**src/rtl/axis_packer.sv**
```systemverilog
// axis_packer: narrow-to-wide AXI-stream upsizer.
// Packs RATIO consecutive DATA_W-bit beats little-endian into one wide beat
// held in a registered output stage, so the input keeps streaming while a
// wide word waits for the consumer.
// Optional feature macro: AXIS_PACKER_TIMEOUT_EN flushes a partial word
// after TIMEOUT idle cycles, with m_tkeep marking the filled lanes.
module axis_packer #(
  parameter int DATA_W  = 32,
  parameter int RATIO   = 4,
  parameter int TIMEOUT = 16
) (
  input  logic                    s_aclk,
  input  logic                    s_areset,
  input  logic                    s_tvalid,
  input  logic [DATA_W-1:0]       s_tdata,
  output logic                    s_tready,
  output logic                    m_tvalid,
  output logic [RATIO*DATA_W-1:0] m_tdata,
  output logic [RATIO-1:0]        m_tkeep,
  input  logic                    m_tready
);

  localparam int CNT_W  = $clog2(RATIO);
  localparam int WIDE_W = RATIO * DATA_W;
  localparam logic [CNT_W-1:0] CNT_LAST = CNT_W'(RATIO - 1);

  logic [CNT_W-1:0]  cnt_r, cnt_nxt_s;
  logic [WIDE_W-1:0] acc_r, acc_nxt_s, acc_ins_s;
  logic              tvalid_r, tvalid_nxt_s;
  logic [WIDE_W-1:0] tdata_r, tdata_nxt_s;
  logic [RATIO-1:0]  tkeep_r, tkeep_nxt_s;
  logic              in_acc_s, out_acc_s, cnt_last_s;

  assign cnt_last_s = (cnt_r == CNT_LAST);
  // A completing beat may only enter when the output register can take it.
  assign s_tready   = !cnt_last_s || !tvalid_r || m_tready;
  assign in_acc_s   = s_tvalid && s_tready;
  assign out_acc_s  = tvalid_r && m_tready;
  assign m_tvalid   = tvalid_r;
  assign m_tdata    = tdata_r;
  assign m_tkeep    = tkeep_r;

  // Accumulator image with the incoming beat dropped into lane cnt_r
  always_comb begin
    acc_ins_s = acc_r;
    for (int i = 0; i < RATIO; i++) begin
      if (cnt_r == CNT_W'(i)) begin
        acc_ins_s[i*DATA_W +: DATA_W] = s_tdata;
      end else begin
        acc_ins_s[i*DATA_W +: DATA_W] = acc_r[i*DATA_W +: DATA_W];
      end
    end
  end

`ifdef AXIS_PACKER_TIMEOUT_EN
  localparam int IDLE_W = $clog2(TIMEOUT);
  localparam logic [IDLE_W-1:0] IDLE_MAX = IDLE_W'(TIMEOUT - 1);

  logic [IDLE_W-1:0] idle_r, idle_nxt_s;
  logic              flush_s;
  logic [RATIO-1:0]  flush_keep_s;

  // Idle tracking, flush decision and keep mask for a partial word
  always_comb begin
    flush_keep_s = {RATIO{1'b0}};
    for (int i = 0; i < RATIO; i++) begin
      flush_keep_s[i] = (CNT_W'(i) < cnt_r);
    end
    // An accepted beat always wins over a flush in the same cycle.
    flush_s = !in_acc_s && (cnt_r != {CNT_W{1'b0}}) && (idle_r == IDLE_MAX) &&
              (!tvalid_r || m_tready);
    if (in_acc_s || flush_s) begin
      idle_nxt_s = {IDLE_W{1'b0}};
    end else if ((cnt_r != {CNT_W{1'b0}}) && (idle_r != IDLE_MAX)) begin
      idle_nxt_s = idle_r + IDLE_W'(1'b1);
    end else begin
      // Saturates at IDLE_MAX while the output register is busy.
      idle_nxt_s = idle_r;
    end
  end

  // Idle counter register
  always_ff @(posedge s_aclk) begin
    if (!s_areset) begin
      idle_r <= {IDLE_W{1'b0}};
    end else begin
      idle_r <= idle_nxt_s;
    end
  end
`endif

  // Next lane counter, accumulator and output register contents
  always_comb begin
    cnt_nxt_s    = cnt_r;
    acc_nxt_s    = acc_r;
    tdata_nxt_s  = tdata_r;
    tkeep_nxt_s  = tkeep_r;
    if (out_acc_s) begin
      tvalid_nxt_s = 1'b0;
    end else begin
      tvalid_nxt_s = tvalid_r;
    end
    if (in_acc_s) begin
      // Counter wraps naturally because RATIO is a power of two.
      cnt_nxt_s = cnt_r + CNT_W'(1'b1);
      if (cnt_last_s) begin
        tdata_nxt_s  = acc_ins_s;
        tkeep_nxt_s  = {RATIO{1'b1}};
        tvalid_nxt_s = 1'b1;
        acc_nxt_s    = {WIDE_W{1'b0}};
      end else begin
        acc_nxt_s = acc_ins_s;
      end
`ifdef AXIS_PACKER_TIMEOUT_EN
    end else if (flush_s) begin
      // Unfilled lanes are already zero because the accumulator is cleared.
      tdata_nxt_s  = acc_r;
      tkeep_nxt_s  = flush_keep_s;
      tvalid_nxt_s = 1'b1;
      acc_nxt_s    = {WIDE_W{1'b0}};
      cnt_nxt_s    = {CNT_W{1'b0}};
`endif
    end else begin
      cnt_nxt_s = cnt_r;
      acc_nxt_s = acc_r;
    end
  end

  // State and output registers; reset discards partial and held words
  always_ff @(posedge s_aclk) begin
    if (!s_areset) begin
      cnt_r    <= {CNT_W{1'b0}};
      acc_r    <= {WIDE_W{1'b0}};
      tvalid_r <= 1'b0;
      tdata_r  <= {WIDE_W{1'b0}};
      tkeep_r  <= {RATIO{1'b0}};
    end else begin
      cnt_r    <= cnt_nxt_s;
      acc_r    <= acc_nxt_s;
      tvalid_r <= tvalid_nxt_s;
      tdata_r  <= tdata_nxt_s;
      tkeep_r  <= tkeep_nxt_s;
    end
  end

endmodule

```
**config.mk**
```make
export PLATFORM = sky130hd
export DESIGN_NAME = axis_packer
export DESIGN_NICKNAME = d
export VERILOG_FILES = /design/src/rtl/axis_packer.sv
export SDC_FILE = /design/constraint.sdc
export NUM_CORES = 1
export LEC_CHECK = 0
export CORE_ASPECT_RATIO = 1.2
export CORE_MARGIN = 1
export CORE_UTILIZATION = 52
export CTS_CLUSTER_SIZE = 12
export DETAILED_ROUTE_END_ITERATION = 7
export PLACE_DENSITY = 0.82
export SLEW_MARGIN = 20
export SYNTH_ARGS = -nofsm -noshare
export SYNTH_HDL_FRONTEND = slang
export SYNTH_SLANG_ARGS = --single-unit
```
**constraint.sdc**
```tcl
create_clock -name s_aclk -period 1.9 [get_ports s_aclk]
set_input_delay 0.475 -clock s_aclk [delete_from_list [all_inputs] [get_ports s_aclk]]
set_output_delay 0.475 -clock s_aclk [all_outputs]
set_load 0.05 [all_outputs]
```
==> results by group, run 1 <==
Final layout
  – Area of the multi-input gates: 0.00442 mm²
  – Most frequent cells in the layout: dfxtp_1 (226), buf_4 (159), nand2_1 (133), a21oi_1 (129), mux2i_1 (98)
  – Commonest non-fill, non-tap cell in the layout: dfxtp_1
  – Final net count: 1,153
  – Fillers: 1,346
  – Layout cells sized above 1: 0.286
  – Layout area overhead: 26.9%
  – ANT cells: 0
  – Register area: 0.00457 mm²

Min path
  – Hold Crit Start: s_areset
  – Worst Hold Class: in -> reg
  – Cell count of the worst hold path: 3

Clock network
  – Sink Count: 228
  – Clock buffer depth: 3
  – CTS Root Cell: clkbuf_16
  – Cts bufs inserted: 23
  – Post-CTS Hold Buffers: 0
  – Skew-Pair Late Insertion Delay: 0.50 ns
  – Clock H-tree levels: 1
  – CTS tree: done
  – Clock input transition at the sequential cells of the worst setup and hold paths: 0.06 ns

Routing
  – DRC: 12
  – Vias per inst: 5.99
  – WL/cell: 19.1 µm
  – 1st-iter DRT viols: 647
  – Drt pass-1 iters: 7
  – Final ANT Viol Nets: 0
  – Via Count: 8,032
  – Routed WL: 25,600 µm

Place
  – Detailed Place HPWL: 16,600 µm
  – Buffers on Ports: 169
  – GP Congestion: 0.796
  – Worst slack, placed: -0.169 ns

Global routing
  – Total grt overflow: 0
  – First-pass GRT wire length: 40,500 µm
  – Initial antenna violation count: 0
  – Tot GR Track Use: 0.266
  – Vias in the first global route: 7,717
  – Largest net degree at the start of global routing: 102

Critical path
  – Worst Path Buf+Inv: 1
  – Largest fanout on the critical path: 7
  – R2r worst-path depth: 6
  – CP Capture Point: s_tready
  – Critical path required time: 1.42 ns
  – Critical path start-end classification: reg -> out
  – CP max-delay cell: dfxtp_1
  – Crit path launch type: flop
  – Reg2reg end: acc_r[30]$_SDFFE_PN0P_
  – CP Data Arrival Time: 1.37 ns
  – CP startpoint: cnt_r[1]$_SDFFE_PN0P_
  – CP Capture Type: output pin
  – Critical path's top delay family: flip-flops
  – R2r startpoint: cnt_r[0]$_SDFFE_PN0P_
  – Crit-path max cell delay: 0.41 ns
  – Reg2Reg Setup Slack: 0.25 ns
  – Critical Path, Cell by Cell: ha_4, nand2_1, buf_6
  – CP Depth: 3

Floorplanning
  – Die height: 150 µm
  – Starting density of the core: 0.537
  – Core Area: 0.0177 mm²
  – Site Rows: 53
  – Die W: 125 µm
  – Num ports: 170
  – Full die area: 0.0188 mm²

Logic synthesis
  – Syn_nets: 1,012
  – Cell taking the most area after synthesis: dfxtp_1
  – Yosys reg bits: 228
  – Synth Instances: 972
  – Synth Warn #: 0
  – Synth top area cells: dfxtp_1 (48%), a211oi_2 (12%), mux2i_1 (10%), a21oi_1 (6.8%), o22ai_1 (6.3%)
  – Count of cell types in the netlist: 26
  – Fraction of the yosys area taken by sequential cells: 0.480
  – Syn avg cell area: 9.78 µm²
  – Synth top area share: 0.480
  – Synthesized area: 0.00950 mm²

STA
  – Setup_tns: 0 ns
  – Worst-margin pin slew: 0.419 ns
  – Fin worst setup slack: 0.0540 ns
  – Unrepaired setup endpoints after global routing: no
  – Maximum clock rate: 0.542 GHz
  – Max Slew Vio Count: 0
  – Final hold violation count: 0
  – Final Setup Violations: 0
  – Slew headroom: 0.721
  – Final worst path period share: 0.972
  – Tmin final: 1.85 ns
  – Worst clock skew: 0.0117 ns

Pwr
  – Leakage: 0.00438 µW
  – IR drop worst, VDD: 0.663 mV
  – Pwr/cell area: 869 mW/mm²

Run status
  – Failing checks: DRC
  – Outcome: finished, violations left

Flow run
  – Max cap viols: 0
[flip-flops by register name, summed over array words and instances (netlist names)]
| register | count |
|---|---|
| m_tkeep | 1 |
| m_tdata | 128 |
| acc_r | 96 |
| m_tvalid | 1 |
| cnt_r | 2 |
[worst min-delay path, cell delays in order]
cell and delay [ns]:
buf_4 0.13, inv_6 0.11, a21oi_1 0.13
[final cells by class]
| type | instances | area share |
|---|---|---|
| flip-flops and latches | 228 | 0.379 |
| multi-input cells | 633 | 0.366 |
| repair buffers | 224 | 0.178 |
| clock buffers | 30 | 0.0516 |
| well taps | 220 | 0.0228 |
| inverters | 3 | 0.00135 |
| clock inverters | 2 | 0.00114 |
[layer usage]
layer,global-route usage,wire (µm)
met3,0.0343,1410
met5,0,0
met4,0.0835,590
met1,0.341,10800
met2,0.465,12800
[cell usage after synthesis (all sizes together)]
master  number
inv          3
o21ai       35
o22ai       96
and2         1
a21oi      129
nand3b       3
nand3       32
nand2      134
nand2b       1
mux2i       98
dfxtp      228
clkbuf      42
nor2b        1
o21a         1
a211oi      96
ha           4
a21boi       1
nor2         1
buf         66
[worst min path at each step]
stage	end	slack (ns)
after floorplan	acc_r[0]$_SDFFE_PN0P_	0.43
after global placement	acc_r[32]$_SDFFE_PN0P_	0.44
after detailed placement	acc_r[0]$_SDFFE_PN0P_	0.45
after CTS	m_tdata[117]$_SDFFE_PN0P_	0.38
after global routing	m_tdata[117]$_SDFFE_PN0P_	0.39
final	m_tdata[117]$_SDFFE_PN0P_	0.40
[kinds of logic (layout without fill, tap and decap cells)]
family | after synthesis | in the layout | synth area share
AOI/OAI and AO/OA | 358 | 358 | 0.275
DFF | 228 | 228 | 0.480
and+or+nand+nor | 173 | 173 | 0.0756
buffers and inverters | 111 | 259 | 0.0611
muxes | 98 | 98 | 0.103
adders and majority gates | 4 | 4 | 0.00527
[power breakdown]
part           internal, µW  total [µW]  switching (µW)
logic                   554        1450             897
clock network          2270        4010            1740
registers              4940        5020            86.1
total                  7750       10500            2730
[through the flow]
step	instance area, µm²	total power [µW]	utilization	cells	hold WS (ns)
after floorplan	9500	6020	-	972	0.435
after global placement	11400	6540	0.644	1307	0.441
after detailed placement	11400	6560	0.644	1307	0.447
after CTS	12100	10500	0.681	1340	0.378
after global routing	12100	10800	0.681	1340	0.386
final	12100	10500	0.681	1340	0.400
[timing repair]
action | CTS | global route
resized for setup | 3 | 2
gates cloned | 0 | 0
setup buffers | 1 | 0
setup endpoints to repair | 1 | 1
(Power assumes the default switching activity.)
==> run 2, diff against run 1 <==
--- a/config.mk
+++ b/config.mk
@@ -8,6 +8,7 @@
 export CORE_ASPECT_RATIO = 1.2
 export CORE_MARGIN = 1
 export CORE_UTILIZATION = 52
+export CTS_CLUSTER_DIAMETER = 200
 export CTS_CLUSTER_SIZE = 12
 export DETAILED_ROUTE_END_ITERATION = 7
 export PLACE_DENSITY = 0.82
==> results by group, run 2 (same netlist as run 1, synthesis figures left out) <==
Run status
  – Outcome: finished, violations left
  – Failing checks: DRC

STA
  – Final Setup Violations: 0
  – Tmin final: 1.89 ns
  – Final hold violation count: 0
  – Final worst path period share: 0.997
  – Slew headroom: 0.730
  – Worst clock skew: 0.0102 ns
  – Worst-margin pin slew: 0.405 ns
  – Max Slew Vio Count: 0
  – Unrepaired setup endpoints after global routing: no
  – Maximum clock rate: 0.528 GHz

Floorplanning
  – Full die area: 0.0188 mm²
  – Num ports: 170
  – Site Rows: 53
  – Die W: 125 µm
  – Core Area: 0.0177 mm²
  – Starting density of the core: 0.537
  – Die height: 150 µm

Pwr
  – Power, Total: 10,300 µW
  – IR drop worst, VDD: 0.687 mV
  – Seq pwr share: 0.489
  – Sw frac: 0.259
  – Combinational share of power: 0.141
  – Power Internal: 7610 µW
  – Leakage: 0.00434 µW
  – Clock network power share: 0.370
  – Psw: 2660 µW
  – Pwr/cell area: 855 mW/mm²

Routing
  – Vias per inst: 6.00
  – Drt pass-1 iters: 7
  – DRC: 12
  – WL/cell: 19.0 µm
  – Met2 wire length: 12,600 µm
  – 1st-iter DRT viols: 681
  – Routed WL: 25,200 µm
  – Top layer in use: met4
  – Wl on met1: 10,500 µm
  – Final ANT Viol Nets: 0
  – WL met3: 1380 µm
  – Via Count: 7,984

Final layout
  – Register area: 0.00457 mm²
  – Most frequent cells in the layout: dfxtp_1 (226), buf_4 (159), nand2_1 (133), a21oi_1 (129), mux2i_1 (98)
  – Fillers: 1,351
  – Area of the multi-input gates: 0.00442 mm²
  – Final net count: 1,152
  – Layout area overhead: 26.3%
  – Layout cells sized above 1: 0.284
  – ANT cells: 0
  – Fin area: 0.0120 mm²
  – Largest register FFs: 128
  – Commonest non-fill, non-tap cell in the layout: dfxtp_1

Clock network
  – Clock H-tree levels: 1
  – Skew-Pair Late Insertion Delay: 0.50 ns
  – Clock buffer depth: 3
  – Clock input transition at the sequential cells of the worst setup and hold paths: 0.06 ns
  – CTS Root Cell: clkbuf_16
  – Cts bufs inserted: 22
  – Post-CTS Hold Buffers: 0
  – Sink Count: 228
  – CTS tree: done

Critical path
  – CP Capture Type: output pin
  – Largest fanout on the critical path: 2
  – Critical path start-end classification: in -> out
  – CP startpoint: m_tready
  – CP Data Arrival Time: 1.42 ns
  – Critical path required time: 1.42 ns
  – Crit path launch type: primary input
  – R2r startpoint: cnt_r[0]$_SDFFE_PN0P_

Flow run
  – Max cap viols: 0

Min path
  – Hold Crit Start: s_areset
  – Worst Hold Class: in -> reg

Place
  – Placed instance area: 0.0114 mm²
  – GP Congestion: 0.796
  – Buffers on Ports: 169
  – Detailed Place HPWL: 16,600 µm

Global routing
  – First-pass GRT wire length: 40,100 µm
  – Tot GR Track Use: 0.262
  – Vias in the first global route: 7,617
  – Initial antenna violation count: 0
  – Largest net degree at the start of global routing: 102
  – Total grt overflow: 0
run 2: per-stage QoR:
| step | hold slack, ns | setup WS (ns) | TNS [ns] | cells | utilization |
|---|---|---|---|---|---|
| 2_1_floorplan | 0.435 | 0.00311 | 0 | 972 | - |
| 3_3_place_gp | 0.441 | -0.179 | -6.26 | 1307 | 0.644 |
| 3_5_place_dp | 0.447 | -0.169 | -8.26 | 1307 | 0.644 |
| 4_1_cts | 0.378 | 0.00384 | 0 | 1331 | 0.678 |
| 5_1_grt | 0.404 | 0.00247 | 0 | 1331 | 0.678 |
| 6_report | 0.389 | 0.00501 | 0 | 1331 | 0.678 |
run 2: worst max-delay path: stages:
cell	delay, ns
clkdlybuf4s50_1	0.46
nor2b_4	0.18
nand2_1	0.12
buf_6	0.17
run 2: final timing paths:
check,endpoint,slack [ns],depth (start not counted)
setup / recovery,s_tready,0.005,4
hold / removal,m_tdata[117]$_SDFFE_PN0P_,0.39,3
setup reg to reg,acc_r[31]$_SDFFE_PN0P_,0.26,6
hold reg to reg,acc_r[0]$_SDFFE_PN0P_,0.45,2
run 2: repair_timing:
| item | in CTS | in global routing |
|---|---|---|
| buffers inserted | 1 | 0 |
| cloned | 0 | 0 |
| resized for setup | 3 | 1 |
| setup endpoints to repair | 1 | 1 |
| hold endpoints to repair | 0 | 0 |
run 2: layout make-up:
| class | count | share of cell area |
|---|---|---|
| Inverter | 3 | 0.00136 |
| Clock buffer | 23 | 0.0480 |
| Sequential cell | 228 | 0.381 |
| Timing Repair Buffer | 224 | 0.179 |
| Multi-Input combinational cell | 633 | 0.368 |
| Tap cell | 220 | 0.0229 |
run 2: power by group through the flow:
stage               clock network, µW  logic, µW  registers, µW
floorplan                           0        764           5260
global placement                    0       1420           5120
detailed placement                  0       1440           5120
CTS                              3850       1440           5020
global route                     4030       1530           5040
finish                           3790       1450           5020
run 2: per-layer routing:
metal | track usage | vias up
met5 | 0 | -
met4 | 0.0841 | 0
met3 | 0.0297 | 49
met2 | 0.458 | 259
met1 | 0.338 | 3860
li1 | - | 3816
==> run 3, diff against run 2 <==
--- a/config.mk
+++ b/config.mk
@@ -5,13 +5,14 @@
 export SDC_FILE = /design/constraint.sdc
 export NUM_CORES = 1
 export LEC_CHECK = 0
+export ABC_AREA = 1
 export CORE_ASPECT_RATIO = 1.2
 export CORE_MARGIN = 1
-export CORE_UTILIZATION = 52
+export CORE_UTILIZATION = 53
 export CTS_CLUSTER_DIAMETER = 200
 export CTS_CLUSTER_SIZE = 12
 export DETAILED_ROUTE_END_ITERATION = 7
-export PLACE_DENSITY = 0.82
+export PLACE_DENSITY = 0.83
 export SLEW_MARGIN = 20
 export SYNTH_ARGS = -nofsm -noshare
 export SYNTH_HDL_FRONTEND = slang
==> results by group, run 3 <==
Place
  – GP Congestion: 0.802
  – Detailed Place HPWL: 16,600 µm
  – Buffers on Ports: 169
  – Worst slack, placed: -0.0684 ns

Logic synthesis
  – Synth Instances: 1,572
  – Synth top cells by count: nand2_1 (645), inv_1 (233), dfxtp_1 (228)
  – Cell taking the most area after synthesis: dfxtp_1
  – Count of cell types in the netlist: 16
  – Yosys reg bits: 228
  – Synth top area cells: dfxtp_1 (45%), nand2_1 (24%), inv_1 (8.6%), o21bai_1 (7.0%), nor2_1 (5.9%)
  – Syn avg cell area: 6.51 µm²
  – Syn_nets: 1,612
  – Synthesized area: 0.0102 mm²
  – Top FF cell, synth: dfxtp_1
  – Dominant cell by count in the synthesized netlist: nand2_1
  – Synth Warn #: 0
  – FFs w/ async S/R, synth: 0
  – Synth top area share: 0.446
  – Fraction of the yosys area taken by sequential cells: 0.446
  – Number of synthesized flops with an enable pin: 0

STA
  – Final hold violation count: 0
  – Max Slew Vio Count: 0
  – Worst clock skew: 0.00800 ns
  – Worst-margin pin slew: 0.414 ns
  – Setup_tns: 0 ns
  – Maximum clock rate: 0.543 GHz
  – Unrepaired setup endpoints after global routing: no
  – Final worst path period share: 0.968
  – Fin worst setup slack: 0.0599 ns
  – Final Setup Violations: 0
  – Tmin final: 1.84 ns
  – Slew headroom: 0.724

Final layout
  – Commonest non-fill, non-tap cell in the layout: nand2_1
  – Largest register FFs: 128
  – Fin util: 0.666
  – Final net count: 1,740
  – Layout cells sized above 1: 0.118
  – Fillers: 1,674
  – ANT cells: 0
  – Most frequent cells in the layout: nand2_1 (645), inv_1 (232), dfxtp_1 (226), nor2_1 (160), buf_4 (151)
  – Layout area overhead: 22.8%

Global routing
  – Initial antenna violation count: 0
  – Largest net degree at the start of global routing: 71
  – Vias in the first global route: 8,478
  – First-pass GRT wire length: 41,200 µm
  – Total grt overflow: 0
  – Tot GR Track Use: 0.255

Floorplanning
  – Full die area: 0.0199 mm²
  – Starting density of the core: 0.542
  – Num ports: 170
  – Site Rows: 55
  – Core Area: 0.0189 mm²
  – Die height: 154 µm
  – Die W: 129 µm

Pwr
  – Pwr/cell area: 798 mW/mm²
  – IR drop worst, VDD: 0.633 mV
  – Leakage: 0.00604 µW

Clock network
  – Skew-Pair Late Insertion Delay: 0.50 ns
  – Sink Count: 228
  – Cts bufs inserted: 22
  – Clock H-tree levels: 1
  – CTS Root Cell: clkbuf_16
  – CTS tree: done
  – Clock input transition at the sequential cells of the worst setup and hold paths: 0.06 ns
  – Clock buffer depth: 3

Critical path
  – CP Data Arrival Time: 1.37 ns
  – R2r worst-path depth: 8
  – CP startpoint: cnt_r[1]$_SDFFE_PN0P_
  – CP Capture Point: s_tready
  – Reg2reg end: m_tdata[47]$_SDFFE_PN0P_
  – CP Capture Type: output pin
  – Reg2Reg Setup Slack: 0.35 ns
  – Crit path launch type: flop
  – Critical path required time: 1.42 ns
  – R2r startpoint: cnt_r[1]$_SDFFE_PN0P_
  – Largest fanout on the critical path: 4
  – Critical path start-end classification: reg -> out

Routing
  – 1st-iter DRT viols: 714
  – Drt pass-1 iters: 5
  – WL/cell: 13.0 µm
  – Routed WL: 25,300 µm
  – Final ANT Viol Nets: 0
  – DRC: 0
  – Via Count: 9,369
  – Vias per inst: 4.79

Flow run
  – Max cap viols: 0

Min path
  – Worst Hold Class: reg -> reg

Run status
  – Outcome: finished, final reports clean
-- run 3: changes by cell type in the layout (fill, tap and decap cells not counted), sizes merged, moves of 98 or more --
cell	previous run	this run
nor2	1	161
inv	3	234
mux2i	98	0
nand2	134	646
-- run 3: layer usage --
layer  track usage  part of all wire
met5             0                 0
met1         0.345              0.45
met3        0.0349             0.057
met2         0.412              0.46
met4        0.0992             0.031
-- run 3: critical path, cell delays in order, from the launching register on --
cell	delay, ns
dfxtp_2	0.37
ha_4	0.18
nand3_4	0.13
buf_12	0.18
-- run 3: worst min path at each step --
stage | from | to | slack (ns) | cells past startpoint
finish | acc_r[41]$_SDFFE_PN0P_ | acc_r[41]$_SDFFE_PN0P_ | 0.46 | 2
global route | acc_r[32]$_SDFFE_PN0P_ | acc_r[32]$_SDFFE_PN0P_ | 0.47 | 2
CTS | acc_r[41]$_SDFFE_PN0P_ | acc_r[41]$_SDFFE_PN0P_ | 0.46 | 2
detailed placement | acc_r[41]$_SDFFE_PN0P_ | acc_r[41]$_SDFFE_PN0P_ | 0.45 | 2
global placement | acc_r[61]$_SDFFE_PN0P_ | acc_r[61]$_SDFFE_PN0P_ | 0.44 | 2
floorplan | acc_r[76]$_SDFFE_PN0P_ | acc_r[76]$_SDFFE_PN0P_ | 0.44 | 2
-- run 3: power breakdown --
part           total (µW)  internal (µW)  switching [µW]
clock network        3820           2120            1700
logic                1230            435             791
registers            4980           4910            67.2
-- run 3: repair_timing --
| item | in CTS | in global routing |
|---|---|---|
| pin swaps | 0 | 1 |
| hold buffers | 0 | 0 |
| setup buffers | 0 | 2 |
| hold endpoints to repair | 0 | 0 |
| endpoints found under the setup margin | 1 | 1 |
| gates resized for setup | 5 | 0 |
-- run 3: logic make-up (layout without fill, tap and decap cells) --
group                      count (synthesis)  count (layout)  share of synthesized area
buffers and inverters                    334             461                      0.130
and+or+nand+nor                          811             811                      0.300
adders and majority gates                  4               4                    0.00489
AOI/OAI and AO/OA                        195             195                      0.119
DFF                                      228             228                      0.446
-- run 3: metrics by stage --
step / std cells / hold WS [ns] / power (µW) / instance area (µm²)
floorplan: 1572 / 0.439 / 5860 / 10200
global placement: 1930 / 0.442 / 6270 / 11900
detailed placement: 1930 / 0.449 / 6290 / 11900
CTS: 1953 / 0.458 / 10100 / 12500
global route: 1955 / 0.468 / 10400 / 12600
finish: 1955 / 0.456 / 10000 / 12600
-- run 3: layout make-up --
class,instances,area [µm²],share of cell area
Tap cell,256,320,0.0255
Timing Repair Buffer,204,1840,0.147
Multi-Input combinational cell,1010,4370,0.348
Inverter,234,881,0.0702
Clock buffer,23,576,0.0458
Sequential cell,228,4570,0.364
